**src/rtl/instr_fetch.sv**
```systemverilog
// Instruction fetch stage: owns the PC, issues single-outstanding word reads to
// instruction memory and presents each fetched word with its PC through a valid/ready register.
module instr_fetch #(
  parameter int unsigned       ADDR_W   = 32,
  parameter logic [ADDR_W-1:0] RESET_PC = '0,
  parameter int unsigned       PC_INC   = 4
) (
  input  logic              clk,
  input  logic              rst_n,
  output logic              imem_req,
  output logic [ADDR_W-1:0] imem_addr,
  input  logic              imem_gnt,
  input  logic              imem_rvalid,
  input  logic [31:0]       imem_rdata,
  input  logic              redirect_valid,
  input  logic [ADDR_W-1:0] redirect_pc,
  output logic [31:0]       instr,
  output logic [ADDR_W-1:0] instr_pc,
  output logic              instr_valid,
  input  logic              instr_ready
);

  localparam int unsigned DATA_W = 32;

  typedef enum logic [2:0] {
    BOOT  = 3'd0,
    REQ   = 3'd1,
    WAIT  = 3'd2,
    HOLD  = 3'd3,
    DRAIN = 3'd4
  } state_t;

  state_t            state;
  logic [ADDR_W-1:0] pc;
  logic [ADDR_W-1:0] inflight_pc;
  logic [DATA_W-1:0] skid;
  logic [ADDR_W-1:0] skid_pc;

  logic              consume_c;
  logic [ADDR_W-1:0] redirect_tgt_c;
  logic [ADDR_W-1:0] pc_next_c;

  assign consume_c      = instr_valid & instr_ready;
  assign redirect_tgt_c = redirect_pc & ~ADDR_W'(3);
  assign pc_next_c      = pc + ADDR_W'(PC_INC);

  // The address bus is the PC register itself; it only moves on gnt or redirect.
  assign imem_addr = pc;

  always_ff @(posedge clk or negedge rst_n) begin
    if (!rst_n) begin
      state       <= BOOT;
      pc          <= RESET_PC;
      inflight_pc <= '0;
      skid        <= '0;
      skid_pc     <= '0;
      instr       <= '0;
      instr_pc    <= '0;
      instr_valid <= 1'b0;
      imem_req    <= 1'b0;
    end else if (redirect_valid) begin
      // Redirect overrides everything; an already accepted request must still be drained.
      pc          <= redirect_tgt_c;
      instr_valid <= 1'b0;
      skid        <= '0;
      skid_pc     <= '0;
      case (state)
        REQ: begin
          if (imem_gnt) begin
            state    <= DRAIN;
            imem_req <= 1'b0;
          end else begin
            state    <= REQ;
            imem_req <= 1'b1;
          end
        end
        WAIT, DRAIN: begin
          if (imem_rvalid) begin
            state    <= REQ;
            imem_req <= 1'b1;
          end else begin
            state    <= DRAIN;
            imem_req <= 1'b0;
          end
        end
        default: begin
          state    <= REQ;
          imem_req <= 1'b1;
        end
      endcase
    end else begin
      if (consume_c) begin
        instr_valid <= 1'b0;
      end
      case (state)
        BOOT: begin
          state    <= REQ;
          imem_req <= 1'b1;
        end
        REQ: begin
          if (imem_gnt) begin
            pc          <= pc_next_c;
            inflight_pc <= pc;
            state       <= WAIT;
            imem_req    <= 1'b0;
          end
        end
        WAIT: begin
          if (imem_rvalid) begin
            if (!instr_valid || consume_c) begin
              instr       <= imem_rdata;
              instr_pc    <= inflight_pc;
              instr_valid <= 1'b1;
              state       <= REQ;
              imem_req    <= 1'b1;
            end else begin
              skid    <= imem_rdata;
              skid_pc <= inflight_pc;
              state   <= HOLD;
            end
          end
        end
        HOLD: begin
          if (consume_c) begin
            instr       <= skid;
            instr_pc    <= skid_pc;
            instr_valid <= 1'b1;
            state       <= REQ;
            imem_req    <= 1'b1;
          end
        end
        DRAIN: begin
          if (imem_rvalid) begin
            state    <= REQ;
            imem_req <= 1'b1;
          end
        end
        default: begin
          state    <= BOOT;
          imem_req <= 1'b0;
        end
      endcase
    end
  end

endmodule

```
**config.mk**
```make
export PLATFORM = sky130hd
export DESIGN_NAME = instr_fetch
export DESIGN_NICKNAME = d
export VERILOG_FILES = /design/src/rtl/instr_fetch.sv
export SDC_FILE = /design/constraint.sdc
export NUM_CORES = 1
export LEC_CHECK = 0
export ABC_AREA = 0
export CAP_MARGIN = 20
export CORE_ASPECT_RATIO = 1.2
export CORE_MARGIN = 4
export CORE_UTILIZATION = 55
export CTS_CLUSTER_DIAMETER = 80
export DETAILED_ROUTE_END_ITERATION = 12
export PLACE_DENSITY = 0.84
export SLEW_MARGIN = 20
export SYNTH_ARGS = -nofsm -noshare
export SYNTH_HDL_FRONTEND = slang
export SYNTH_SLANG_ARGS = --single-unit
```
**constraint.sdc**
```tcl
create_clock -name clk -period 2.92 [get_ports clk]
set_input_delay 0.584 -clock clk [delete_from_list [all_inputs] [get_ports clk]]
set_output_delay 0.584 -clock clk [all_outputs]
set_load 0.01 [all_outputs]
```
---- Word-level counts from Yosys, hierarchy flattened ----
Index checks and enable logic that the tools add are counted.
operators by class
  $add $sub $neg .......................... 1
  bitwise operators ....................... 2
  muxes and demuxes ....................... 45
  eq/ne operators ......................... 13
  reductions and logical operators ........ 15
operator list
  cell                                                                    number
  32-bit two-way mux                                                      17
  32-bit one-hot mux with 2 select lines                                  2
  32-bit by 3-bit adder with 32-bit output (second input constant)        1
  3-bit two-way mux                                                       7
  3-bit != test (second input constant)                                   5
  3-bit one-hot mux with 5 select lines                                   1
  1-bit two-way mux                                                       13
  5-bit AND reduction                                                     2
  2-bit nonzero test                                                      5
  2-bit != test (second input constant)                                   4
  3-bit by 2-bit equality test with 1-bit output (second input constant)  2
  3-bit one-hot mux with 2 select lines                                   1
  3-bit AND reduction                                                     2
  1-bit one-hot mux with 5 select lines                                   1
  1-bit one-hot mux with 2 select lines                                   2
  4-bit AND reduction                                                     1
  3-bit by 1-bit equality test with 1-bit output (second input constant)  1
  3-bit equality test (second input constant)                             1
  3-bit logical NOT                                                       1
  2-bit two-way mux                                                       1
  2-bit AND reduction                                                     1
  2-bit OR reduction                                                      1
  1-bit AND                                                               1
  1-bit logical NOT                                                       1
  other kinds (2)                                                         2
storage, ports and cells
  register bits ........................... 197
  output and inout bits ................... 98
  input port bits ......................... 70

---- Longest topological paths before layout ----
  depth after elaboration ................. 6
  mapped depth ............................ 7
  depth with buffers taken out ............ 4

---- Worst setup path after synthesis ----
No wires, ideal clock.
  kind .................................... input to register
  from .................................... input imem_rvalid
  to ...................................... register instr[0]
  slack ................................... 1147 ps
  buffers on the path ..................... 2
  stages .................................. 5
  arrival ................................. 1647 ps
  cells stage by stage .................... nand2b_1 > a2111oi_4 > buf_2 > buf_2 > a21oi_1
between the ends
  word-level cells in the longest chain between the ends .. 2
RTL lines
  what                           RTL line  RTL
  start, declared                13        input logic imem_rvalid,
  2-bit != test (no line)        -
  5-bit AND reduction (no line)  -
  end signal, assigned           111       instr <= imem_rdata;
  end signal, assigned           125       instr <= skid;
  end, declared                  17        output logic [31:0] instr,
Every way passes these cells.
A chain may end at the register's enable or synchronous reset.

---- Final worst setup path ----
  from .................................... input imem_gnt
  to ...................................... register pc[26], in the netlist imem_addr[26]
between the ends
  word-level cells in the longest chain between the ends .. 2
RTL lines
  what                           RTL line  RTL
  start, declared                12        input logic imem_gnt,
  2-bit nonzero test (no line)   -
  2-bit AND reduction (no line)  -
  end signal, assigned           63        pc <= redirect_tgt_c;
  end signal, assigned           102       pc <= pc_next_c;
  end, declared                  34        logic [ADDR_W-1:0] pc;
Every way passes these cells.

==> results.cfg <==
[status]
status = finished, final reports clean

[drt]
drt_iter0_drc = 522
antenna_left = 0
wl_um = 19900
firstDrtPassIters = 4
drc = 0
wl_per_cell_um = 16.4
vias = 6780
via_per_inst = 5.60

[power_and_ir_drop]
intPower_mw = 6.31
p_sw_share_pct = 30.6
power_density_nw_per_um2 = 829
clkPwrFrac_pct = 24.9
combPwrFrac_pct = 32.1
p_sw_mw = 2.78
ir_worst_vdd_v = 0.000425
power_frac_seq_pct = 43.0
leakage_nw = 4.84

[clock_tree]
cts-root-buf = clkbuf_16
cts_max_level = 4
post_cts_resized = 0
clock_sinks = 191
clk_pin_slew_ns = 0.07
clockBufferDepth = 2
clkLatencyLatePin_ns = 0.43
cts_hold_buf = 0
cts_buffers = 17
cts_tree = yes
cts_setup_buffers = 0

[floorplan]
die-area_sq_um = 17700
start_util_pct = 56.6
core_sq_um = 15100
fp-row-count = 49
die_w_um = 122
die_y_um = 145
ios = 168

[setup_path]
r2r_start = state[0]
cp_data_required_time_ns = 3.26
r2r_setup_slack_ns = 0.75
criticalPathCategory = primary input to flip-flop
cp_slowest_stage_delay_ns = 0.58
start_kind = primary input
crit_chain = clkdlybuf4s50_1 -> and4bb_1 -> nand2_1 -> or4_1 -> a31oi_1
crit_path_max_fanout = 11
ff2ff_path_depth = 4
critPathCaptureType = flip-flop
timing.critical_path.buf_inv = 1
cp.arrival_ns = 2.57
critPathTopFamily = simple AND/OR/NAND/NOR gates
slowest_stage = or4_1
r2r_end = imem_addr[26]

[sta]
fin_tns_setup_ns = 0
worst_pin_slew_ns = 0.563
finClkSkew_ns = 0.0122
finalSetupViolCount = 0
grt_setup_unrepaired = no
timing.final.crit_share_pct = 76.2
fin_crit_ns = 2.22
slew_headroom_pct = 62.5
drv_slew = 0
final_hold_viol_count = 0
fmax_mhz = 450
fin_ws_ns = 0.696

[finish]
area_delta_synth_final_pct = 27.8
postLayoutCoreUtil_pct = 72.4
n_antenna_cell = 0
drive_gt1_share_pct = 8.25
fin_nets = 1065

[synthesis]
synth_area_leaders = dfrtp_1 56%, a21oi_1 7.5%, mux2i_1 7.4%, nand2_1 6.7%, mux2_2 3.9%
ys_warn_count = 0
ys_ff_latch = 191
synth_cell_type_count = 41
seq_area_frac_synth_pct = 55.7
synth_top_area_cell = dfrtp_1
synth_cells = 856
syn_area_sq_um = 8580
synth.top_cell.area_share_pct = 55.7
syn_avg_cell_area_sq_um = 10.0

[placement]
pre_cts_ws_ns = 0.263
portBuffers = 163
gp_congestion = 0.793
dp_hpwl_um = 13500

[flow_run]
cap_violations = 0

[grt]
grt_pass1_vias = 6526
grt_max_degree = 69
gr-usage-all-layers_pct = 22.8
antenna_found_initial = 0
grt-ovfl-total = 0
grt_pass1_wl_um = 32100

[min_path]
hold_class = primary input to asynchronous set/reset pin
[power by group through the flow]
stage          registers [mW]  clock network [mW]  logic, mW
2_1_floorplan            4.03                   0       1.29
3_3_place_gp             3.91                   0       2.86
3_5_place_dp             3.95                   0       2.94
4_1_cts                  3.91                2.30       2.96
5_1_grt                  4.01                2.43       3.16
6_report                 3.91                2.26       2.92
[synth_stat cells (all sizes together)]
library cell and count:
dfrtp 191, nand2 152, a21oi 128, nor2 80, mux2i 63, clkbuf 36, mux2 30, buf 26
or4 20, a31oi 15, nand3 15, o31ai 14, o21ai 13, nand4 10, o211ai 8, and3 7
inv 6, xor2 6, and4 5, nand2b 5, nor3 5, xnor2 3, a21boi 2, and2 2
nor2b 2, o32a 2, or3 2, a2111oi 1, a211oi 1, a21o 1, and4bb 1, conb 1
ha 1, o21a 1, or2 1
[layout make-up]
cell class              instances  area (sq um)
flip-flops and latches        191          4780
fillers                      1173          4180
multi-input cells             598          3520
repair buffers                180          1810
clock buffers                  26           489
well taps                     204           255
clock inverters                 5          80.1
inverters                       6          22.5
[routing by layer]
layer	track usage (%)	wire (um)	vias to the layer above
met5	0	0	-
met4	7.14	314	0
met3	4.47	1070	20
met2	37.7	9930	199
met1	30.8	8580	3306
li1	-	-	3255
[worst max-delay path by stage]
stage,depth (start not counted),start,end
after global placement,5,imem_gnt,imem_addr[26]
after detailed placement,5,imem_gnt,imem_addr[26]
after CTS,5,imem_gnt,imem_addr[26]
final,5,imem_gnt,imem_addr[26]
after floorplan,5,imem_rvalid,instr[0]
after global routing,5,imem_gnt,imem_addr[26]
[registers in the layout, summed over array words and instances, names as in the netlist]
| register | count |
|---|---|
| imem_addr | 30 |
| imem_req | 1 |
| inflight_pc | 30 |
| instr | 32 |
| instr_pc | 31 |
| instr_valid | 1 |
| skid | 32 |
| skid_pc | 31 |
| state | 3 |
[cells in the final DEF (no fill, tap or decap), types with 4 or more instances in the layout]
cell type	count
mux2_2	30
inv_1	6
buf_4	14
nand2_1	151
and4_1	4
o31ai_1	14
o211ai_1	8
buf_12	4
nand2b_1	5
xor2_1	6
dfrtp_1	191
clkbuf_1	6
nor2_1	80
clkbuf_16	17
or4_1	20
nand4_1	8
nand3_1	15
o21ai_0	12
clkbuf_8	4
a31oi_1	15
a21oi_1	128
clkdlybuf4s50_1	161
mux2i_1	63
and3_1	7
[cell families after synthesis]
logic type	after synthesis	synth area share, %
compound gates	186	12.2
xor+xnor	9	0.919
fa+ha+maj	1	0.146
buf+inv	68	3.47
flops	191	55.7
mux	93	11.3
other cells	1	0.0437
simple gates	307	16.2
[metrics by stage]
stage | hold slack, ns | cells | power, mW | cell area, sq um
finish | 0.143 | 1210 | 9.09 | 11000
detailed placement | 0.507 | 1179 | 6.90 | 10400
global route | 0.168 | 1210 | 9.59 | 11000
CTS | 0.153 | 1210 | 9.17 | 11000
global placement | 0.499 | 1179 | 6.77 | 10400
floorplan | 0.288 | 857 | 5.31 | 8580
Power figures use the tool's default switching activity.
